$ cat config.mk
export PLATFORM = sky130hd
export DESIGN_NAME = mac16_accum_ctrl
export DESIGN_NICKNAME = d
export VERILOG_FILES = /design/src/rtl/mac16_pkg.sv /design/src/rtl/mac16_acc_add.sv /design/src/rtl/mac16_accum_ctrl.sv
export SDC_FILE = /design/constraint.sdc
export NUM_CORES = 1
export LEC_CHECK = 0
export CAP_MARGIN = 40
export CORE_MARGIN = 3
export CORE_UTILIZATION = 40
export DETAILED_ROUTE_END_ITERATION = 8
export GPL_ROUTABILITY_DRIVEN = 0
export PLACE_DENSITY = 0.67
export SYNTH_ARGS = -nofsm -noshare
export SYNTH_HDL_FRONTEND = slang
export SYNTH_SLANG_ARGS = --single-unit
export TNS_END_PERCENT = 100
$ cat constraint.sdc
create_clock -name clk -period 4 [get_ports clk]
set_clock_uncertainty 0.1 [all_clocks]
set_input_delay 0.8 -clock clk [delete_from_list [all_inputs] [get_ports clk]]
set_output_delay 0.8 -clock clk [all_outputs]
set_load 0.005 [all_outputs]
$ cat src/rtl/mac16_pkg.sv
// mac16_pkg: shared types and default widths for the 16x16 multiply-accumulate
// controller slice.
//   state_e     : controller FSM state encoding
//   DEF_*_W     : default operand / accumulator / count widths
//   PROD_W      : product width returned by the array multiplier
package mac16_pkg;

    localparam int DEF_DATA_W = 16;
    localparam int DEF_ACC_W  = 40;
    localparam int DEF_CNT_W  = 8;
    localparam int PROD_W     = 2 * DEF_DATA_W;

    typedef enum logic [2:0] {
        IDLE = 3'd0,
        LOAD = 3'd1,
        MULT = 3'd2,
        ACC  = 3'd3,
        DONE = 3'd4
    } state_e;

endpackage

$ cat src/rtl/mac16_acc_add.sv
// mac16_acc_add: combinational accumulator adder.
// Adds the zero-extended product to the running sum and returns the next
// accumulator value.
// Build option: MAC_SATURATE_EN
//   defined   - a carry out of ACC_W bits clamps the result to all ones
//   undefined - the sum wraps modulo 2^ACC_W
// Ports:
//   acc_i  in  ACC_W  current accumulator
//   prod_i in  PRD_W  registered product
//   acc_o  out ACC_W  next accumulator value
module mac16_acc_add
    import mac16_pkg::*;
#(
    parameter int ACC_W = DEF_ACC_W,
    parameter int PRD_W = PROD_W
) (
    input  logic [ACC_W-1:0] acc_i,
    input  logic [PRD_W-1:0] prod_i,
    output logic [ACC_W-1:0] acc_o
);

    logic [ACC_W-1:0] prod_ext;

    assign prod_ext = ACC_W'(prod_i);

`ifdef MAC_SATURATE_EN
    logic [ACC_W:0] sum_full;

    assign sum_full = {1'b0, acc_i} + {1'b0, prod_ext};
    // Once clamped, any further non-zero product carries again, so the sum
    // stays pinned at all ones for the rest of the burst.
    assign acc_o = sum_full[ACC_W] ? {ACC_W{1'b1}} : sum_full[ACC_W-1:0];
`else
    assign acc_o = acc_i + prod_ext;
`endif

endmodule

$ cat src/rtl/mac16_accum_ctrl.sv
// mac16_accum_ctrl: sequencing and accumulate stage around a combinational
// 16x16 unsigned multiplier. Accepts operand pairs over valid/ready,
// registers them onto the multiplier, registers the product, accumulates
// len products and presents the sum over valid/ready.
// Build option: MAC_SATURATE_EN (saturating accumulate, see mac16_acc_add).
// Ports:
//   clk, reset (async, active-high)
//   start, len             : begin a sum of len products (sampled in IDLE)
//   in_valid/in_ready      : operand handshake, in_a / in_b operands
//   mult_a/mult_b          : registered operands to the multiplier
//   mult_result            : product from the multiplier
//   out_valid/out_ready    : result handshake, out_acc sum
//   busy                   : high outside IDLE
//
// state | meaning
// IDLE  | waiting for start; len latched, acc cleared on start
// LOAD  | in_ready high, waiting for an operand pair
// MULT  | multiplier settles on registered operands; product captured
// ACC   | product added into acc, count decremented
// DONE  | out_valid high with final sum until out_ready
module mac16_accum_ctrl
    import mac16_pkg::*;
#(
    parameter int DATA_W = DEF_DATA_W,
    parameter int ACC_W  = DEF_ACC_W,
    parameter int CNT_W  = DEF_CNT_W
) (
    input  logic                clk,
    input  logic                reset,
    input  logic                start,
    input  logic [CNT_W-1:0]    len,
    input  logic                in_valid,
    output logic                in_ready,
    input  logic [DATA_W-1:0]   in_a,
    input  logic [DATA_W-1:0]   in_b,
    output logic [DATA_W-1:0]   mult_a,
    output logic [DATA_W-1:0]   mult_b,
    input  logic [2*DATA_W-1:0] mult_result,
    output logic                out_valid,
    input  logic                out_ready,
    output logic [ACC_W-1:0]    out_acc,
    output logic                busy
);

    localparam int MR_W = 2 * DATA_W;

    state_e             state_q, state_d;
    logic [CNT_W-1:0]   cnt_q, cnt_d;
    logic [ACC_W-1:0]   acc_q, acc_d;
    logic [MR_W-1:0]    prod_q, prod_d;
    logic [DATA_W-1:0]  mult_a_q, mult_a_d;
    logic [DATA_W-1:0]  mult_b_q, mult_b_d;
    logic [ACC_W-1:0]   acc_sum;

    mac16_acc_add #(
        .ACC_W (ACC_W),
        .PRD_W (MR_W)
    ) u_acc_add (
        .acc_i  (acc_q),
        .prod_i (prod_q),
        .acc_o  (acc_sum)
    );

    always_ff @(posedge clk or posedge reset) begin
        if (reset) begin
            state_q  <= IDLE;
            cnt_q    <= '0;
            acc_q    <= '0;
            prod_q   <= '0;
            mult_a_q <= '0;
            mult_b_q <= '0;
        end else begin
            state_q  <= state_d;
            cnt_q    <= cnt_d;
            acc_q    <= acc_d;
            prod_q   <= prod_d;
            mult_a_q <= mult_a_d;
            mult_b_q <= mult_b_d;
        end
    end

    always_comb begin
        state_d  = state_q;
        cnt_d    = cnt_q;
        acc_d    = acc_q;
        prod_d   = prod_q;
        mult_a_d = mult_a_q;
        mult_b_d = mult_b_q;
        case (state_q)
            IDLE: begin
                if (start) begin
                    cnt_d   = len;
                    acc_d   = '0;
                    state_d = (len == '0) ? DONE : LOAD;
                end
            end
            LOAD: begin
                if (in_valid) begin
                    mult_a_d = in_a;
                    mult_b_d = in_b;
                    state_d  = MULT;
                end
            end
            MULT: begin
                prod_d  = mult_result;
                state_d = ACC;
            end
            ACC: begin
                acc_d   = acc_sum;
                cnt_d   = cnt_q - CNT_W'(1);
                state_d = (cnt_q == CNT_W'(1)) ? DONE : LOAD;
            end
            DONE: begin
                if (out_ready) begin
                    state_d = IDLE;
                end
            end
            default: state_d = IDLE;
        endcase
    end

    assign in_ready  = (state_q == LOAD);
    assign out_valid = (state_q == DONE);
    assign busy      = (state_q != IDLE);
    assign out_acc   = acc_q;
    assign mult_a    = mult_a_q;
    assign mult_b    = mult_b_q;

endmodule
* After elaboration in Yosys (flattened, before gate mapping)
Index checks and enable logic that the tools add are counted.
** Word-level totals
- Flip-flop bits (word level) :: 115
- Output and inout port bits :: 75
- Word-level logic and storage cells :: 33
** Cells by class
- Add/subtract/negate cells :: 2
- Eq/ne operators :: 8
- Multiplexer cells :: 10
- Reductions and logical operators :: 7
** Operators with widths (number)
- $pmux W40 S2 :: 1
- $add A40 B32 Y40 :: 1
- $mux W40 :: 1
- $pmux W8 S2 :: 1
- $mux W3 :: 5
- $pmux W3 S5 :: 1
- $eq A8 B1 Y1 const B :: 1
- $logic_not A8 Y1 :: 1
- $mux W8 :: 1
- $sub A8 B1 Y8 const B :: 1
- $eq A3 B2 Y1 const B :: 2
- $ne A2 B2 Y1 const B :: 2
- $reduce_and A2 Y1 :: 2
- $eq A3 B1 Y1 const B :: 1
- $eq A3 B3 Y1 const B :: 1
- $logic_not A3 Y1 :: 1
- $reduce_and A3 Y1 :: 1
- $reduce_bool A3 Y1 :: 1
- $ne A2 B1 Y1 const B :: 1
- $reduce_bool A2 Y1 :: 1

* Longest topological paths before layout
Gate-level depths: netlist (run 1).
- Depth after elaboration :: 4
- Depth in mapped cells :: 10

* Cells and area by module
A second synthesis (run 1) with hierarchy kept.
** Second synthesis, totals
- Cells, all modules :: 583
- Area, all modules :: 6454.9 sq um
** Modules (own cells, without submodules)
- mac16_accum_ctrl :: times used 1, cells each 312, area an instance 4528.1 sq um, seq. area each 2877.8 sq um
- mac16_acc_add :: times used 1, cells each 271, area an instance 1926.8 sq um, seq. area each 0.0 sq um

* Worst setup path after synthesis (run 1)
OpenSTA, ideal clock, no wires.
- Path type :: register to register
- From :: register acc_q[10], in the netlist out_acc[10]
- To :: register acc_q[29], in the netlist out_acc[29]
- Setup time :: 104 ps
- Data arrival time :: 2659 ps
- Data required time :: 3796 ps
- Setup slack :: 1137 ps
- Cell stages (with the launch flop) :: 11
- Period minus slack after synthesis :: 2863 ps
- Cells stage by stage :: dfrtp_1 -> ha_1 -> buf_6 -> and2_4 -> and3_4 -> a221oi_4 -> a21oi_2 -> or4b_1 -> a31o_1 -> o21a_1 -> o311ai_1
** On the way
- Cells in the longest elaborated chain, start to end :: 2
** RTL lines
- start: declaration :: RTL line mac16_accum_ctrl.sv:49 : logic [ACC_W-1:0] acc_q, acc_d;
- start signal: assignment :: RTL line mac16_accum_ctrl.sv:68 : acc_q <= '0;
- start signal: assignment :: RTL line mac16_accum_ctrl.sv:75 : acc_q <= acc_d;
- $add A40 B32 Y40 :: RTL line mac16_acc_add.sv:34 : assign acc_o = acc_i + prod_ext;
- $pmux W40 S2 :: RTL line mac16_accum_ctrl.sv:89 : case (state_q)
Every way passes these cells.
A chain may end at the register's enable or synchronous reset.

* Worst setup path after layout (run 1)
- From :: register acc_q[0], in the netlist out_acc[0]
- To :: register acc_q[34], in the netlist out_acc[34]
Same word-level chain as after synthesis.

==> results of run 1 <==
==> layout make-up <==
cell class	count	area, um2
multi-input combinational	468	3376
timing repair buffer	158	1589
inverter	9	36.28
clock inverter	10	130.1
tap	211	264.0
clock buffer	22	474.2
fill	1356	6680
sequential	115	2878
==> cell families after synthesis <==
family	after synthesis
adders and majority gates	35
xor gates and xnor gates	25
buffers and inverters	39
DFF	115
muxes	75
AOI/OAI and AO/OA	156
and+or+nand+nor	177
==> cells in the mapped netlist (all sizes together), types with 2 or more instances <==
cell and count:
a221o 4, and4 4, nor3b 3, or3 7
a221oi 2, o31ai 7, nand3 24, and3 7
a21boi 2, a22oi 2, a21o 14, xor2 13
o311ai 6, ha 34, o21bai 3, o2111ai 2
and2 4, nand2b 3, buf 2, nor2b 5
inv 9, mux2i 11, xnor2 12, clkbuf 28
nor4 3, nand4 6, mux2 64, a31o 2
nor3 14, a311oi 2, o21ai 49, dfrtp 115
o21a 4, nand2 65, a31oi 5, nor2 28
o211ai 7, a211oi 3, a21oi 35
==> registers in the layout, indices dropped and copies added, names as in the netlist <==
name     count
out_acc     40
prod_q      32
mult_a      16
mult_b      16
cnt_q        8
state_q      3
==> through the flow <==
step / util, % / instance area [um2] / instances / hold WS, ps
after floorplan: - / 6404 / 622 / 368.9
after global placement: 52.65 / 8123 / 960 / 362.5
after detailed placement: 52.78 / 8143 / 961 / 392.1
after CTS: 56.70 / 8747 / 993 / 398.7
after global routing: 56.70 / 8747 / 993 / 420.5
final: 56.70 / 8747 / 993 / 387.1
==> cells in the final DEF (no fill, tap or decap), drive strengths merged, types with 4 or more instances in the layout <==
master	n
a21o	14
a21oi	35
a221o	4
a31oi	5
and2	4
and3	7
and4	4
buf	7
clkbuf	22
clkdlybuf4s50	151
clkinv	5
dfrtp	115
ha	34
inv	9
mux2	64
mux2i	11
nand2	65
nand3	24
nand4	6
nor2	28
nor2b	5
nor3	14
o211ai	7
o21a	4
o21ai	49
o311ai	6
o31ai	7
or3	7
xnor2	12
xor2	13
==> worst max-delay path: stages (launching register included) <==
cell and delay (ps):
dfrtp_1 400, ha_1 240, fa_1 410, a21o_1 210
a221oi_1 550, nor3_1 180, o2111ai_1 240, and3_1 210
a31oi_1 160, nand4_1 160, mux2i_1 200
==> path summary, 6_finish.rpt <==
| path | start | to |
|---|---|---|
| setup / recovery | out_acc[0] | out_acc[34] |
| hold / removal | out_acc[39] | out_acc[39] |
| setup reg to reg | out_acc[0] | out_acc[34] |
| hold reg to reg | out_acc[39] | out_acc[39] |
| max in group asynchronous | reset | prod_q[17] |
| min in group asynchronous | reset | mult_a[14] |
==> where the power goes <==
part | internal, mW | switching [mW]
clock network | 1.02 | 0.520
logic | 2.05 | 2.07
registers | 1.70 | 0.390
==> per-layer routing <==
metal | track usage (%) | vias up | wire length, um
met5 | 0 | - | 0
met4 | 6.005 | 0 | 220
met3 | 5.019 | 17 | 730
met2 | 33.38 | 118 | 8581
met1 | 23.69 | 2693 | 7196
li1 | - | 2582 | -
==> results_dict.tcl, run 1 <==
set metrics [dict create \
    io_buffers 151 \
    ys.flop_type "dfrtp_1" \
    ys_ff_latch 115 \
    grt_max_degree 60 \
    holdBufCountCts 0 \
    hold_path.class "flip-flop to flip-flop" \
    grt_pass1_vias 5512 \
    cts.clk_slew.worst_paths_ps 50 \
    drive_gt1_share_pct 14.32 \
    critPathArrivalTime_ps 3360 \
    vias_per_cell 5.448 \
    p_leak_nw 3.780 \
    p_per_area_nw_per_um2 886.2 \
    reg2reg_depth 10 \
    cp-start-kind "flip-flop" \
    min_period_ps 3130 \
    drt_iter0_markers 284 \
    synth_top_area_share_pct 44.94 \
    htree_levels 4 \
    r2r_slack_ps 870 \
    peakVddDrop_mv 0.4173 \
    async_flop_share_pct 100.0 \
    clk_latency_ps 410 \
    rsz0062_at_grt "false" \
    synthToLayoutAreaGrowth_pct 36.60 \
    syn-num-nets 734 \
    drc 0 \
    setup_viol 0 \
    core_area_um2 15430 \
    initial_core_util_pct 41.51 \
    synth_top_area_cell "dfrtp_1" \
    cts_buffer_depth 2 \
    overflow 0 \
    cts-root-buf "clkbuf_16" \
    cts_made_buffers 17 \
    die_w_um 132.5 \
    path_class "flip-flop to flip-flop" \
    drv_cap 0 \
    grt_pass1_wl_mm 27.77 \
    synth-edff-count 0 \
    routed-via-count 5410 \
    total_power_mw 7.752 \
    synth_compound_area_share_pct 15.92 \
    cts_tree "built" \
    post-place-ws_ps 887.5 \
    dieArea_um2 17560 \
    clock_sinks 115 \
    worst_slack_ps 870.2 \
    max-slew-margin-rel_pct 50.92 \
    max_slew.worst_pin.slew_ps 736.3 \
    synth_cell_type_count 60 \
    synth-adder-area-share_pct 6.956 \
    tns_ps 0 \
    antenna_found_initial 0 \
    io_pins 152 \
    synth-xor-area-share_pct 3.419 \
    synth_mux_area_share_pct 12.97 \
    n_antenna_cell 0 \
    required_ps 4230 \
    cp_max_fo 4 \
    status "finished clean" \
    hold_path_depth 1 \
    die_h_um 132.5 \
    wirelength_mm 16.73 \
    dr.pass1.iters 5 \
    fmaxAchievable_mhz 319.5 \
    ys_top_cells_by_area "dfrtp_1 (45%), mux2_2 (11%), ha_1 (6.6%), nand2_1 (3.8%), o21ai_0 (3.6%)" \
    fin_nets 881 \
    yosysSeqAreaShare_pct 44.94 \
    cts.repair.resized 0 \
    wl_per_cell_um 16.85 \
    avgSynthCellArea_um2 10.30 \
    track_usage_pct 19.31 \
    postCtsSetupRepairBufs 0 \
    syn_inst 622 \
    dpl.hpwl_mm 12.41 \
    synth_top_family_by_area "compound AO/OA/AOI/OAI gates" \
    row_count 45 \
    ant_nets 0 \
    slew_violations 0 \
    finalHoldViolations 0 \
    synthSimpleGateAreaFrac_pct 13.36 \
    fin_crit_sh_pct 78.25 \
    synth_area_um2 6404 \
    endpoint_kind "flip-flop" \
    yosysWarnings 0 \
]
No activity file was read; power rests on OpenSTA's default activity.
==> run 2, diff against run 1 <==
--- a/config.mk
+++ b/config.mk
@@ -10,7 +10,7 @@
 export CORE_UTILIZATION = 40
 export DETAILED_ROUTE_END_ITERATION = 8
 export GPL_ROUTABILITY_DRIVEN = 0
-export PLACE_DENSITY = 0.67
+export PLACE_DENSITY = 0.64
 export SYNTH_ARGS = -nofsm -noshare
 export SYNTH_HDL_FRONTEND = slang
 export SYNTH_SLANG_ARGS = --single-unit
==> constraint.sdc (replaced) <==
create_clock -name clk -period 2.92 [get_ports clk]
set_clock_uncertainty 0.1 [all_clocks]
set_input_delay 0.584 -clock clk [delete_from_list [all_inputs] [get_ports clk]]
set_output_delay 0.584 -clock clk [all_outputs]
set_load 0.005 [all_outputs]
==> run 2 against run 1 <==
  * Count of clock-buffer cells in the layout is the same
  * Register-to-register slack got worse by 820 ps
  * Sequential power is 38% higher
  * First-iteration DRC count decreased by 13%
  * Maximum frequency rose by 9.1%
  * Die area stayed put
  * Hold slack got worse by 60 ps
  * Wire length grew 4.3%
  * Cell count increased by 2.8%
  * Core utilization rose by 2.5 points
==> results_dict.tcl, run 2 (same netlist as run 1, synthesis figures left out) <==
set metrics [dict create \
    vias_per_cell 5.418 \
    max-slew-margin-rel_pct 54.64 \
    p_per_area_nw_per_um2 1227 \
    slowest_stage "or4b_1" \
    drive_gt1_share_pct 20.25 \
    peakVddDrop_mv 0.5282 \
    drt_iter0_markers 247 \
    path_delay_family "compound AO/OA/AOI/OAI gates" \
    ant_nets 0 \
    final_cells 1021 \
    cts_made_buffers 17 \
    setup_viol 0 \
    worst_slack_ps 50.78 \
    finalHoldViolations 0 \
    n_antenna_cell 0 \
    total_power_mw 11.21 \
    reg2reg_depth 9 \
    endpoint_kind "flip-flop" \
    cp-start-kind "flip-flop" \
    fin_crit_sh_pct 98.26 \
    dieArea_um2 17560 \
    dpl.hpwl_mm 13.10 \
    cts-root-buf "clkbuf_16" \
    fin_nets 910 \
    die_h_um 132.5 \
    path_buf_inv 0 \
    cp_max_fo 3 \
    slew_violations 0 \
    path_class "flip-flop to flip-flop" \
    worstReg2RegEnd "out_acc[29]" \
    cts_tree "built" \
    layout_commonest_cell "clkdlybuf4s50_1" \
    grt_pass1_vias 5628 \
    antenna_found_initial 0 \
    initial_core_util_pct 41.51 \
    regToRegStartpoint "prod_q[4]" \
    whs_ps 326.9 \
    min_period_ps 2869 \
    overflow 0 \
    post-place-ws_ps -31.16 \
    drv_cap 0 \
    cts.clk_slew.worst_paths_ps 60 \
    critPathArrivalTime_ps 3040 \
    critPathMaxStageDelay_ps 470 \
    status "finished clean" \
    layout_common_cells "clkdlybuf4s50_1 (151), dfrtp_1 (115), nand2_1 (65)" \
    path_cells "ha_1, a21o_1, a31o_4, o2111ai_4, a21oi_4, or4b_1, a31o_1, o211ai_1, o311ai_2" \
    die_w_um 132.5 \
    tns_ps 0 \
    hold_path.class "input pin to async pin" \
    r2r_slack_ps 50 \
    synthToLayoutAreaGrowth_pct 42.69 \
    p_leak_nw 3.897 \
    max_slew.worst_pin.slew_ps 680.5 \
    row_count 45 \
    cts_buffer_depth 2 \
    io_pins 152 \
    grt_pass1_wl_mm 28.67 \
    io_buffers 151 \
    core_area_um2 15430 \
    wirelength_mm 17.45 \
    grt_max_degree 37 \
    track_usage_pct 19.98 \
    clock_sinks 115 \
    placed_cells 987 \
    wl_per_cell_um 17.09 \
    required_ps 3090 \
    htree_levels 4 \
    largest_register_ffs 40 \
    holdBufCountCts 0 \
    drc 0 \
    rsz0062_at_grt "true" \
    routed-via-count 5532 \
    clk_latency_ps 410 \
    dr.pass1.iters 4 \
    fmaxAchievable_mhz 348.5 \
]
==> run 2: cell types whose count changed in the layout (fill, tap and decap cells not counted), sizes merged <==
cell / delta
buf: +29
clkinvlp: +2
clkinv: -2
inv: -1
==> run 2: worst max-delay path by stage <==
stage	from	end	cells past startpoint
final	prod_q[4]	out_acc[29]	9
after global routing	prod_q[4]	out_acc[29]	9
after floorplan	out_acc[10]	out_acc[29]	10
after global placement	out_acc[14]	out_acc[33]	9
after CTS	out_acc[8]	out_acc[29]	9
after detailed placement	out_acc[14]	out_acc[29]	9
==> run 2: power by group <==
group / switching (mW) / total, mW / internal, mW
Clock: 0.723 / 2.08 / 1.36
Sequential: 0.556 / 2.89 / 2.33
Combinational: 3.06 / 6.24 / 3.18
==> run 2: cell type report <==
cell class / instances / area (um2)
tap: 211 / 264.0
multi-input combinational: 468 / 3578
clock buffer: 22 / 454.2
inverter: 9 / 37.54
timing repair buffer: 187 / 1794
clock inverter: 9 / 131.4
fill: 1331 / 6290
sequential: 115 / 2878
==> run 2: metrics by stage <==
step           utilization, %  cell area (um2)
6_report                59.23             9138
5_1_grt                 59.23             9138
4_1_cts                 57.92             8935
3_5_place_dp            53.97             8327
3_3_place_gp            53.97             8327
2_1_floorplan               -             6407
==> run 2: repair_timing <==
action,CTS,global route
gates resized for setup,6,27
pin swaps,1,11
setup buffers,0,3
endpoints found under the setup margin,7,16
==> run 2: layer usage <==
layer	vias to the layer above	GRT usage, %	wire length (um)
met4	0	5.081	229
met5	-	0	0
li1	2641	-	-
met3	15	5.057	777
met1	2748	25.57	7604
met2	128	33.95	8832
==> run 3, diff against run 2 <==
--- a/config.mk
+++ b/config.mk
@@ -6,11 +6,12 @@
 export NUM_CORES = 1
 export LEC_CHECK = 0
 export CAP_MARGIN = 40
+export CORE_ASPECT_RATIO = 1.5
 export CORE_MARGIN = 3
-export CORE_UTILIZATION = 40
+export CORE_UTILIZATION = 51
 export DETAILED_ROUTE_END_ITERATION = 8
 export GPL_ROUTABILITY_DRIVEN = 0
-export PLACE_DENSITY = 0.64
+export PLACE_DENSITY = 0.8
 export SYNTH_ARGS = -nofsm -noshare
 export SYNTH_HDL_FRONTEND = slang
 export SYNTH_SLANG_ARGS = --single-unit
==> run 3 against run 2 <==
  * Non-clock buffer count fell by 3
  * Register-to-register slack barely moved
  * Sequential power barely moved
  * Cell count fell by 5.9%
  * Count of clock-buffer cells in the layout fell by 5
  * Sequential share of layout area rose by 0.30 points
==> results_dict.tcl, run 3 (same netlist as run 1, synthesis figures left out) <==
set metrics [dict create \
    status "finished clean" \
    cts.clk_slew.worst_paths_ps 60 \
    min_period_ps 2854 \
    endpoint_kind "flip-flop" \
    setup_viol 0 \
    total_power_mw 11.44 \
    post-place-ws_ps -0.6863 \
    io_buffers 151 \
    p_per_area_nw_per_um2 1264 \
    required_ps 3120 \
    cts_buffer_depth 2 \
    die_w_um 97.49 \
    cp_max_fo 5 \
    grt_pass1_vias 5894 \
    worst_slack_ps 65.69 \
    drc 0 \
    r2r_slack_ps 70 \
    antenna_found_initial 0 \
    critPathArrivalTime_ps 3060 \
    layout_common_cells "clkdlybuf4s50_1 (151), dfrtp_1 (115), nand2_1 (65)" \
    dr.pass1.iters 5 \
    io_pins 152 \
    fin_nets 907 \
    grt_pass1_wl_mm 29.28 \
    row_count 49 \
    fillerInstances 804 \
    initial_core_util_pct 52.75 \
    fmaxAchievable_mhz 350.3 \
    dieArea_um2 13960 \
    htree_levels 4 \
    core_area_um2 12140 \
    reg2reg_depth 9 \
    hold_path.class "flip-flop to flip-flop" \
    max_slew.worst_pin.slew_ps 659.0 \
    regToRegStartpoint "out_acc[16]" \
    vias_per_cell 5.908 \
    multi_input_area_um2 3528 \
    critPathMaxStageDelay_ps 520 \
    clock_sinks 115 \
    clk_latency_ps 410 \
    seq_area_um2 2878 \
    whs_endpoint "out_acc[39]" \
    routed-via-count 5678 \
    cts_tree "built" \
    drv_cap 0 \
    hp-start "out_acc[39]" \
    path_cells "ha_4, a21oi_1, o21ai_1, a211oi_2, nor2_1, or4b_1, a31o_1, o21a_1, o311ai_1" \
    fin_crit_sh_pct 97.75 \
    wl_per_cell_um 19.20 \
    finalHoldViolations 0 \
    peakVddDrop_mv 0.7736 \
    cp-start-kind "flip-flop" \
    die_h_um 143.2 \
    dpl.hpwl_mm 13.02 \
    slowest_stage "or4b_1" \
    holdBufCountCts 0 \
    wirelength_mm 18.45 \
    max-slew-margin-rel_pct 56.07 \
    drt_iter0_markers 270 \
    worstReg2RegEnd "out_acc[29]" \
    cts-root-buf "clkbuf_16" \
    slew_violations 0 \
    drive_gt1_share_pct 19.80 \
    largest_register_ffs 40 \
    ant_nets 0 \
    synthToLayoutAreaGrowth_pct 41.32 \
    n_antenna_cell 0 \
    hold_path_depth 1 \
    overflow 0 \
    path_class "flip-flop to flip-flop" \
    cts_made_buffers 17 \
    track_usage_pct 26.26 \
    p_leak_nw 3.913 \
    layout_commonest_cell "clkdlybuf4s50_1" \
    grt_max_degree 45 \
]
run 3: changes by cell type in the layout (fill, tap and decap cells not counted), sizes merged:
cell and delta:
bufinv +1, inv +3, buf -3, clkinv +2
clkbuf -5
run 3: worst max path at each step:
| stage | slack [ps] | depth (start not counted) | endpoint | from |
|---|---|---|---|---|
| floorplan | 60 | 10 | out_acc[29] | out_acc[10] |
| global placement | 80 | 9 | out_acc[29] | out_acc[14] |
| detailed placement | -0.7 | 9 | out_acc[29] | out_acc[14] |
| CTS | 10 | 9 | out_acc[29] | out_acc[8] |
| global route | -10 | 10 | out_acc[28] | out_acc[0] |
| finish | 70 | 9 | out_acc[29] | out_acc[16] |
run 3: per-layer routing:
| layer | part of all wire (%) | vias to the layer above | GRT usage (%) | wire [um] |
|---|---|---|---|---|
| met5 | 0 | - | 0 | 0 |
| met4 | 3.8 | 0 | 12.62 | 698 |
| met3 | 3.7 | 54 | 4.741 | 692 |
| met2 | 57 | 187 | 50.31 | 10510 |
| met1 | 35 | 2796 | 27.44 | 6551 |
| li1 | - | 2641 | - | - |
run 3: final cells by class:
class	instances	area share, %
flip-flops and latches	115	31.80
repair buffers	184	19.72
inverters	9	0.4148
well taps	153	2.115
clock inverters	15	2.267
clock buffers	17	4.701
multi-input cells	468	38.99
run 3: through the flow:
stage                     cells  area, um2  utilization [%]  setup TNS (ps)  hold slack [ps]
after floorplan             622       6407                -               0            368.9
after global placement      927       8252            67.98               0            367.2
after detailed placement    927       8252            67.98         -0.6863            376.8
after CTS                   959       8926            73.53               0            384.1
after global routing        961       9050            74.55          -14.55            414.4
final                       961       9050            74.55               0            388.6
run 3: where the power goes:
| group | internal (mW) | switching (mW) | total [mW] |
|---|---|---|---|
| combinational | 3.18 | 3.13 | 6.31 |
| sequential | 2.33 | 0.581 | 2.91 |
| clock | 1.44 | 0.784 | 2.22 |
| total | 6.94 | 4.49 | 11.4 |
run 3: critical path, delay by kind of cell, from the launching register on:
family | cells | cell delay, ps
DFF | 1 | 430
and+or+nand+nor | 2 | 630
adders and majority gates | 1 | 290
AOI/OAI and AO/OA | 6 | 1300
run 3: repair_timing:
action                     CTS  global route
setup buffers                0             2
setup endpoints to repair    4            16
gates resized for setup      7            16
pin swaps                    0            10
